==> src/rtl/wb_select_pipe.sv <==
// rtl/wb_select_pipe.sv - write-back source/destination select behind a one-entry valid/ready stage
// Traps illegal selects, suppresses $0 writes and counts retired register writes.
module wb_select_pipe #(
   parameter int DATA_W   = 32,
   parameter int NSRC     = 4,
   parameter int SEL_W    = 2,
   parameter int REG_AW   = 5,
   parameter int LINK_REG = 31,
   parameter int CNT_W    = 16
) (
   input  logic                   clk,
   input  logic                   rst_n,
   input  logic                   in_valid,
   output logic                   in_ready,
   input  logic [NSRC*DATA_W-1:0] src_data,
   input  logic [SEL_W-1:0]       data_sel,
   input  logic [1:0]             dst_sel,
   input  logic [REG_AW-1:0]      instr_rt,
   input  logic [REG_AW-1:0]      instr_rd,
   input  logic                   reg_write,
   input  logic                   flush,
   output logic                   out_valid,
   input  logic                   out_ready,
   output logic [DATA_W-1:0]      wb_data,
   output logic [REG_AW-1:0]      wb_addr,
   output logic                   wb_we,
   output logic                   sel_err,
   output logic [CNT_W-1:0]       wr_count
);

   logic [DATA_W-1:0] mux_data;
   logic              data_ok;
   logic [REG_AW-1:0] dst_addr;
   logic              dst_ok;
   logic              we_next;
   logic              we_q;
   logic              accept;
   logic              consume;

   // An out-of-range data_sel matches no source and leaves the zero default.
   always_comb begin
      mux_data = '0;
      data_ok  = 1'b0;
      for (int i = 0; i < NSRC; i++) begin
         if (data_sel == SEL_W'(i)) begin
            mux_data = src_data[i*DATA_W +: DATA_W];
            data_ok  = 1'b1;
         end
      end
   end

   always_comb begin
      dst_addr = '0;
      dst_ok   = 1'b1;
      case (dst_sel)
         2'b00:   dst_addr = instr_rt;
         2'b01:   dst_addr = instr_rd;
         2'b10:   dst_addr = REG_AW'(LINK_REG);
         default: dst_ok   = 1'b0;
      endcase
   end

   assign we_next  = reg_write & data_ok & dst_ok & (dst_addr != '0);
   assign in_ready = ~out_valid | out_ready;
   assign accept   = in_valid & in_ready & ~flush;
   assign consume  = out_valid & out_ready;
   assign wb_we    = out_valid & we_q;

   always_ff @(posedge clk or negedge rst_n) begin
      if (!rst_n) begin
         out_valid <= 1'b0;
         wb_data   <= '0;
         wb_addr   <= '0;
         we_q      <= 1'b0;
         sel_err   <= 1'b0;
         wr_count  <= '0;
      end else begin
         if (flush) begin
            out_valid <= 1'b0;
         end else if (accept) begin
            out_valid <= 1'b1;
            wb_data   <= mux_data;
            wb_addr   <= dst_addr;
            we_q      <= we_next;
            if (!data_ok || !dst_ok)
               sel_err <= 1'b1;
         end else if (consume) begin
            out_valid <= 1'b0;
         end
         // A flushed entry is discarded, never retired.
         if (consume && wb_we && !flush)
            wr_count <= wr_count + CNT_W'(1);
      end
   end

endmodule

==> config.mk <==
export PLATFORM = sky130hd
export DESIGN_NAME = wb_select_pipe
export DESIGN_NICKNAME = d
export VERILOG_FILES = /design/src/rtl/wb_select_pipe.sv
export SDC_FILE = /design/constraint.sdc
export NUM_CORES = 1
export LEC_CHECK = 0
export CAP_MARGIN = 10
export CORE_MARGIN = 2
export CORE_UTILIZATION = 36
export DETAILED_ROUTE_END_ITERATION = 8
export GPL_ROUTABILITY_DRIVEN = 0
export PLACE_DENSITY = 0.78
export SYNTH_ARGS = -nofsm -noshare
export SYNTH_HDL_FRONTEND = slang
export SYNTH_SLANG_ARGS = --single-unit
==> constraint.sdc <==
create_clock -name clk -period 1.8 [get_ports clk]
set_clock_uncertainty 0.15 [all_clocks]
set_input_delay 0.54 -clock clk [delete_from_list [all_inputs] [get_ports clk]]
set_output_delay 0.54 -clock clk [all_outputs]
set_load 0.02 [all_outputs]
Word-level counts from Yosys, hierarchy flattened
Cells that the tools add are included.
{ "op_classes": {"add_sub_neg": 1, "mul": 0, "div_mod_pow": 0, "n_lt_le_gt_ge": 0, "eq_ne": 5, "shifts": 0, "mux": 13, "bitwise": 10, "reduce_logical": 13} }
{ "op_table": {"columns": ["operator", "n"], "rows": [
  ["two-way mux 32 bit", 4],
  ["adder 16 x 1 -> 16 bit (second input constant)", 1],
  ["one-hot mux 5 bit (3 select lines)", 1],
  ["two-way mux 1 bit", 8],
  ["bitwise AND 1 bit", 7],
  ["== test 2 bit (second input constant)", 3],
  ["nonzero test 5 bit", 1],
  ["== test 2 x 1 -> 1 bit (second input constant)", 2],
  ["zero test 2 bit", 2],
  ["zero test 1 bit", 3],
  ["AND reduction 3 bit", 1],
  ["nonzero test 3 bit", 1],
  ["OR reduction 3 bit", 1],
  ["logical AND 1 bit", 2],
  ["NOT 1 bit", 2],
  ["AND reduction 2 bit", 1],
  ["logical OR 1 bit", 1],
  ["OR 1 bit", 1]
]} }
{ "totals": {"ff_bits": 56, "latchBits": 0, "ramBits": 0, "rom_bits": 0, "output_inout_bits": 57, "word_cells": 48, "memories": 0} }

Logic depth before layout (Yosys ltp)
Gate-level depths: netlist of run 1.
{ "logic_depth": {"word_depth": 8, "depth_mapped": 6} }

Worst setup path after synthesis of run 1
OpenSTA, ideal clock, no wires.
{ "synth_timing": {"kind": "input to register", "start": "input port data_sel[0]", "end": "register wb_data[10]", "setup_time_ps": 117, "arrival_ps": 1513, "path_slack_ps": 20, "stages": 5, "cell_sequence": "buf_2 -> buf_4 -> mux4_2 -> nand2_1 -> nand2_1"} }
{ "synth_via": {"elab_chain_cells": 5} }
{ "synth_rtl": {"columns": ["item", "line_no", "text"], "rows": [
  ["from (decl)", "16", "input logic [SEL_W-1:0] data_sel,"],
  ["zero test 2 bit", "45", "if (data_sel == SEL_W'(i)) begin"],
  ["two-way mux 32 bit (3 in series)", "45", null],
  ["two-way mux 32 bit (*)", "45", null],
  ["to (signal assigned)", "82", "wb_data <= mux_data;"],
  ["to (decl)", "24", "output logic [DATA_W-1:0] wb_data,"]
]} }
Every way passes the cells marked *; elsewhere a longest branch is shown, timed or not.
A chain may end at the register's enable or synchronous reset.

Worst setup path after layout of run 1
{ "layout_timing": {"start": "register out_valid", "end": "register wb_data[19]"} }
{ "layout_via": {"elab_chain_cells": 5} }
{ "layout_rtl": {"columns": ["item", "line_no", "text"], "rows": [
  ["from (decl)", "22", "output logic out_valid,"],
  ["from (signal assigned)", "71", "out_valid <= 1'b0;"],
  ["from (signal assigned)", "79", "out_valid <= 1'b0;"],
  ["from (signal assigned)", "81", "out_valid <= 1'b1;"],
  ["NOT 1 bit", "64", "assign in_ready = ~out_valid | out_ready;"],
  ["OR 1 bit", "64", null],
  ["bitwise AND 1 bit (2 in series)", "65", "assign accept = in_valid & in_ready & ~flush;"],
  ["AND reduction 2 bit (no line)", null, null]
]} }
Every way passes these cells.

==> run_results.csv, run 1 <==
group,metric,value,unit
final_layout,drive_gt1_share,17.76,%
global_routing,gr-total-overflow,0,
clock_tree,htreeDepth,2,
synth,yosysTopAreaCell,"dfrtp_1",
synth,synth-async-reset-ratio,100.0,%
synth,syn_area,0.003112,sq mm
synth,synth_edf_count,0,
synth,ys_seq_area_share,45.03,%
timing,setup_viol,0,
global_routing,grt_max_degree,57,
worst_setup_path,path_max_fanout,4,
route,wl_per_cell,16.32,um
floorplan,rows,33,
timing,hold_violations,0,
worst_setup_path,worst_path_max_delay_cell,"dfrtp_1",
floorplan,dieWidth,96.97,um
worst_setup_path,worstPathArrival,1850,ps
timing,finalWorstSetupSlack,42.20,ps
clock_tree,clockBufferDepth,2,
final_layout,antenna_cells,0,
floorplan,start_util,37.49,%
synth,synthTopCellsByArea,"dfrtp_1 (45%), mux4_2 (23%), nand2_1 (13%), o21ai_0 (2.4%), xnor2_1 (2.3%)",
route,met2_length,5.455,mm
floorplan,die_y,96.97,um
clock_tree,cts_buffers,5,
route,drt_wl_total,10.17,mm
global_routing,grt_pass1_wl,16.20,mm
synth,syn-num-nets,435,
final_layout,fill_cells,671,
worst_setup_path,cp-end-kind,"flip-flop",
final_layout,final_cell_area,0.005654,sq mm
pwr,vdd_ir_drop_max,0.3000,mV
clock_tree,path_clk_slew,90,ps
floorplan,ios,205,
worst_setup_path,cp_cell_sequence,"nor2b_2 > buf_4 > buf_4 > nor3b_4 > buf_6 > bufbuf_16 > nand2_1 > nand2_1",
clock_tree,tritoncts,"done",
worst_setup_path,worstPathRequired,1890,ps
route,drc,0,
pwr,power.total,0.003564,W
place,placed_area,0.005478,sq mm
status,status,"finished clean",
route,wirelength_met1,3.884,mm
timing,worstMarginPinSlew,300.3,ps
place,hpwlAfterDp,7.988,mm
flow_run,max_cap_violations,0,
place,dp_slack,-621.8,ps
synth,avgSynthCellArea,10.88,sq um
worst_setup_path,startpoint_type,"flip-flop",
floorplan,dieArea,0.009403,sq mm
clock_tree,clk_latency,300,ps
global_routing,track_usage,21.71,%
synth,yosys_warnings,0,
synth,synth_cell_type_count,34,
route,ant_nets,0,
timing,final_max_slew_viol_count,0,
timing,max-slew-margin-rel,79.98,%
worst_setup_path,cpPeakStageDelay,390,ps
synth,synth-seq-cells,56,
global_routing,antenna_found_initial,0,
route,firstDrtPassIters,4,
final_layout,final_net_count,666,
route,drt_iter0_drc,54,
synth,synth_flop_cell,"dfrtp_1",
worst_setup_path,crit_type,"reg2reg",
floorplan,core_area,0.008299,sq mm
worst_hold_path,hold_class,"in2async",
timing,finalCritPeriodShare,97.66,%
synth,netlist_instances,286,
timing,max_freq,0.5689,GHz
pwr,leakage,2.671,nW
route,vias,3072,
clock_tree,cts_hold_repair.buffers,0,
timing,fin_crit,1758,ps
clock_tree,root_buffer,"clkbuf_8",
route,vias_per_cell,4.931,
final_layout,syn_to_final_growth,81.70,%
global_routing,grt_pass1_vias,3260,
pwr,powerDensity,630.3,mW/mm^2
synth,synth_top_area_share,45.03,%
route,wl_met3,605,um
clock_tree,cts.sinks,56,
place,port_buffers,204,
route,top_layer,"met4",
metrics by stage:
| stage | instances | TNS [ps] | util [%] | hold slack [ps] |
|---|---|---|---|---|
| 2_1_floorplan | 286 | 0 | - | 94.41 |
| 3_3_place_gp | 607 | -13860 | 66.00 | 302.9 |
| 3_5_place_dp | 607 | -15910 | 66.00 | 311.2 |
| 4_1_cts | 621 | -37.47 | 67.81 | 81.55 |
| 5_1_grt | 623 | -72.80 | 68.13 | 92.14 |
| 6_report | 623 | 0 | 68.13 | 67.94 |
metal layers:
| metal | up-vias | track usage, % |
|---|---|---|
| met5 | - | 0 |
| li1 | 1469 | - |
| met1 | 1465 | 24.54 |
| met4 | 0 | 5.850 |
| met2 | 122 | 40.97 |
| met3 | 16 | 4.769 |
cell usage after synthesis (2+ instances only):
library cell,n
and3_1,2
buf_4,3
buf_2,5
nand2_1,106
clkbuf_1,3
nor3_1,3
buf_1,3
or4_1,2
inv_1,6
mux4_2,32
nand4_1,7
o21ai_0,15
nand3_1,4
nor2_1,7
dfrtp_1,56
xnor2_1,8
xor2_1,7
cell type report:
cell class / instances / area (sq um) / share of cell area, %
inverter: 6 / 22.52 / 0.3983
tap: 105 / 131.4 / 2.324
multi-input combinational: 209 / 1635 / 28.92
clock buffer: 8 / 90.09 / 1.593
timing repair buffer: 239 / 2374 / 41.98
sequential: 56 / 1401 / 24.78
cell usage in the layout (no fill, tap or decap), types with 6 or more instances in the layout:
cell / count
clkdlybuf4s50_1: 136
nand2_1: 106
dlygate4sd2_1: 60
dfrtp_1: 56
mux4_2: 32
buf_4: 23
o21ai_0: 15
xnor2_1: 8
nand4_1: 7
xor2_1: 7
nor2_1: 7
buf_12: 7
inv_1: 6
clkbuf_8: 6
report_power, final:
part           switching, W  internal (W)
logic              0.000620      0.000736
clock network      0.000381      0.000315
registers         0.0000841       0.00143
total               0.00109       0.00248
registers in the layout, summed over array words and instances, names as in the netlist:
name and cells:
sel_err 1, we_q 1, wb_data 32, wb_addr 5, out_valid 1, wr_count 16
critical path: cells and delay by family (launching register included):
| kind | cells | cell delay [ps] |
|---|---|---|
| flip-flops | 1 | 390 |
| buffers and inverters | 4 | 680 |
| AND/OR/NAND/NOR | 4 | 480 |
path summary, 6_finish.rpt:
kind                                  start           to  slack (ps)  depth (start not counted)
max in group asynchronous             rst_n  wb_data[29]        1180                          2
worst max register to register    out_valid  wb_data[19]          40                          8
worst max-delay path              out_valid  wb_data[19]          40                          8
min in group clk                wb_data[11]  wb_data[11]         320                          2
worst min register to register  wb_data[11]  wb_data[11]         320                          2
worst min-delay path                  rst_n  wr_count[4]          70                          2
timing repair:
action                     in CTS  in global routing
resized for setup              79                  9
hold endpoints to repair        0                  0
gates cloned                    3                  0
setup endpoints to repair      68                 16
pin swaps                       7                  4
buffers inserted                3                  2
logic make-up after synthesis:
family / synth area share, %
simple gates: 20.51
xor+xnor: 4.222
compound gates: 2.976
mux: 23.52
fa+ha+maj: 0.4020
flops: 45.03
buf+inv: 3.337
Power figures use the tool's default switching activity.
==> run 2: changes to the inputs <==
Settings changed: CORE_MARGIN 2 to 8, PLACE_DENSITY 0.78 to unset, PLACE_DENSITY_LB_ADDON set to 0.3, TNS_END_PERCENT set to 5.
==> run_results.csv, run 2 (synthesized netlist as in run 1, its figures left out) <==
group,metric,value,unit
status,status,"finished clean",
final_layout,largest_register_ffs,32,
floorplan,core_area,0.008551,sq mm
timing,worstMarginPinSlew,299.9,ps
clock_tree,root_buffer,"clkbuf_8",
timing,finalWorstSetupSlack,53.01,ps
worst_setup_path,crit_type,"reg2out",
global_routing,track_usage,18.51,%
pwr,vdd_ir_drop_max,0.3232,mV
clock_tree,tritoncts,"done",
global_routing,busiest_layer,"met2",
worst_setup_path,cpPeakStageDelay,430,ps
route,ant_nets,0,
floorplan,start_util,36.39,%
route,drt_wl_total,10.96,mm
worst_setup_path,startpoint_type,"flip-flop",
worst_setup_path,worstPathRequired,1110,ps
place,hpwlAfterDp,9.299,mm
timing,fin_crit,1747,ps
final_layout,top_register,"wb_data",
floorplan,dieWidth,109.0,um
floorplan,dieArea,0.01187,sq mm
route,firstDrtPassIters,4,
timing,rsz0062_at_grt,"no",
worst_setup_path,path_max_fanout,4,
global_routing,met1_usage,18.66,%
flow_run,max_cap_violations,0,
place,placed_area,0.005451,sq mm
place,dp_slack,-634.0,ps
place,port_buffers,204,
clock_tree,htreeDepth,2,
timing,max-slew-margin-rel,80.01,%
final_layout,final_cell_area,0.005549,sq mm
global_routing,grt_use_met2,33.45,%
worst_setup_path,path_buf_inv,1,
clock_tree,cts_hold_repair.buffers,0,
timing,finalCritPeriodShare,97.05,%
route,vias,3126,
route,drt_iter0_drc,97,
final_layout,final_common_cell,"clkdlybuf4s50_1",
floorplan,rows,34,
worst_hold_path,hold_class,"in2async",
global_routing,grt_pass1_wl,17.28,mm
final_layout,final_net_count,660,
clock_tree,clockBufferDepth,2,
route,drc,0,
route,vias_per_cell,5.034,
global_routing,antenna_found_initial,1,
clock_tree,path_clk_slew,90,ps
worst_setup_path,cp_cell_sequence,"clkdlybuf4s15_1",
clock_tree,cts.sinks,56,
global_routing,gr-total-overflow,0,
final_layout,top_regs,"wb_data: 32 flops, wr_count: 16 flops, wb_addr: 5 flops",
final_layout,layout_common_cells,"clkdlybuf4s50_1 (135), nand2_1 (106), dfrtp_1 (56)",
worst_setup_path,worst_path_max_delay_cell,"dfrtp_1",
final_layout,syn_to_final_growth,78.33,%
pwr,leakage,2.653,nW
floorplan,ios,205,
timing,whs,66.49,ps
worst_setup_path,worstPathArrival,1060,ps
place,dp.cells,611,
pwr,powerDensity,657.7,mW/mm^2
final_layout,stdcell_count,621,
route,wl_per_cell,17.66,um
worst_setup_path,path_delay_family,"flip-flops",
global_routing,grt_pass1_vias,3572,
worst_setup_path,cp-end-kind,"output port",
timing,hold_violations,0,
global_routing,met3_usage,7.565,%
timing,max_freq,0.5724,GHz
timing,final_max_slew_viol_count,0,
clock_tree,clk_latency,300,ps
pwr,power.total,0.003650,W
global_routing,grt_max_degree,57,
worst_setup_path,reg2reg_slack,180,ps
clock_tree,cts_buffers,5,
floorplan,die_y,109.0,um
timing,setup_viol,0,
final_layout,drive_gt1_share,17.19,%
==> run 2: cell count changes in the layout (fill, tap and decap cells not counted), sizes merged <==
cell,before,now
bufbuf,1,0
clkinv,0,1
dlymetal6s2s,1,8
clkdlybuf4s50,136,135
clkbuf,9,7
dlygate4sd2,60,50
buf,38,34
clkdlybuf4s15,2,5
bufinv,0,1
diode,0,1
==> run 2: area by class of cell <==
type / count / area (sq um)
Fill cell: 677 / 3002
Inverter: 6 / 22.52
Antenna cell: 1 / 2.502
Multi-Input combinational cell: 209 / 1642
Sequential cell: 56 / 1401
Clock inverter: 2 / 35.03
Clock buffer: 6 / 72.57
Timing Repair Buffer: 233 / 2238
Tap cell: 108 / 135.1
==> run 2: metrics by stage <==
stage	utilization, %	TNS (ps)
detailed placement	63.75	-15610
CTS	64.43	-124.0
floorplan	-	0
global route	64.90	0
global placement	63.75	-14520
finish	64.90	0
==> run 2: metal layers <==
metal  share of wire (%)  vias to the layer above  wire, um
li1                    -                     1454         -
met1                  34                     1511      3743
met2                  53                      145      5859
met3                 9.9                       16      1089
met4                 2.5                        0       271
met5                   0                        -         0
==> run 2: worst paths after layout <==
| path | depth (start not counted) | to | start |
|---|---|---|---|
| min in group clk | 1 | wr_count[15] | wr_count[15] |
| max in group asynchronous | 2 | wb_data[16] | rst_n |
| worst max-delay path | 1 | wr_count[6] | wr_count[6] |
| worst min register to register | 1 | wr_count[15] | wr_count[15] |
| worst min-delay path | 2 | wr_count[4] | rst_n |
| worst max register to register | 6 | sel_err | out_valid |
==> run 2: repair_timing <==
action / CTS / global route
gates resized for setup: 72 / 22
hold endpoints to repair: 0 / 0
pin swaps: 0 / 4
setup endpoints to repair: 68 / 8
buffers inserted: 1 / 0
==> run 2: power breakdown <==
part / switching, W / leakage [nW] / internal (W)
clock network: 0.000394 / 0.0552 / 0.000414
registers: 0.0000877 / 0.713 / 0.00143
logic: 0.000625 / 1.89 / 0.000702
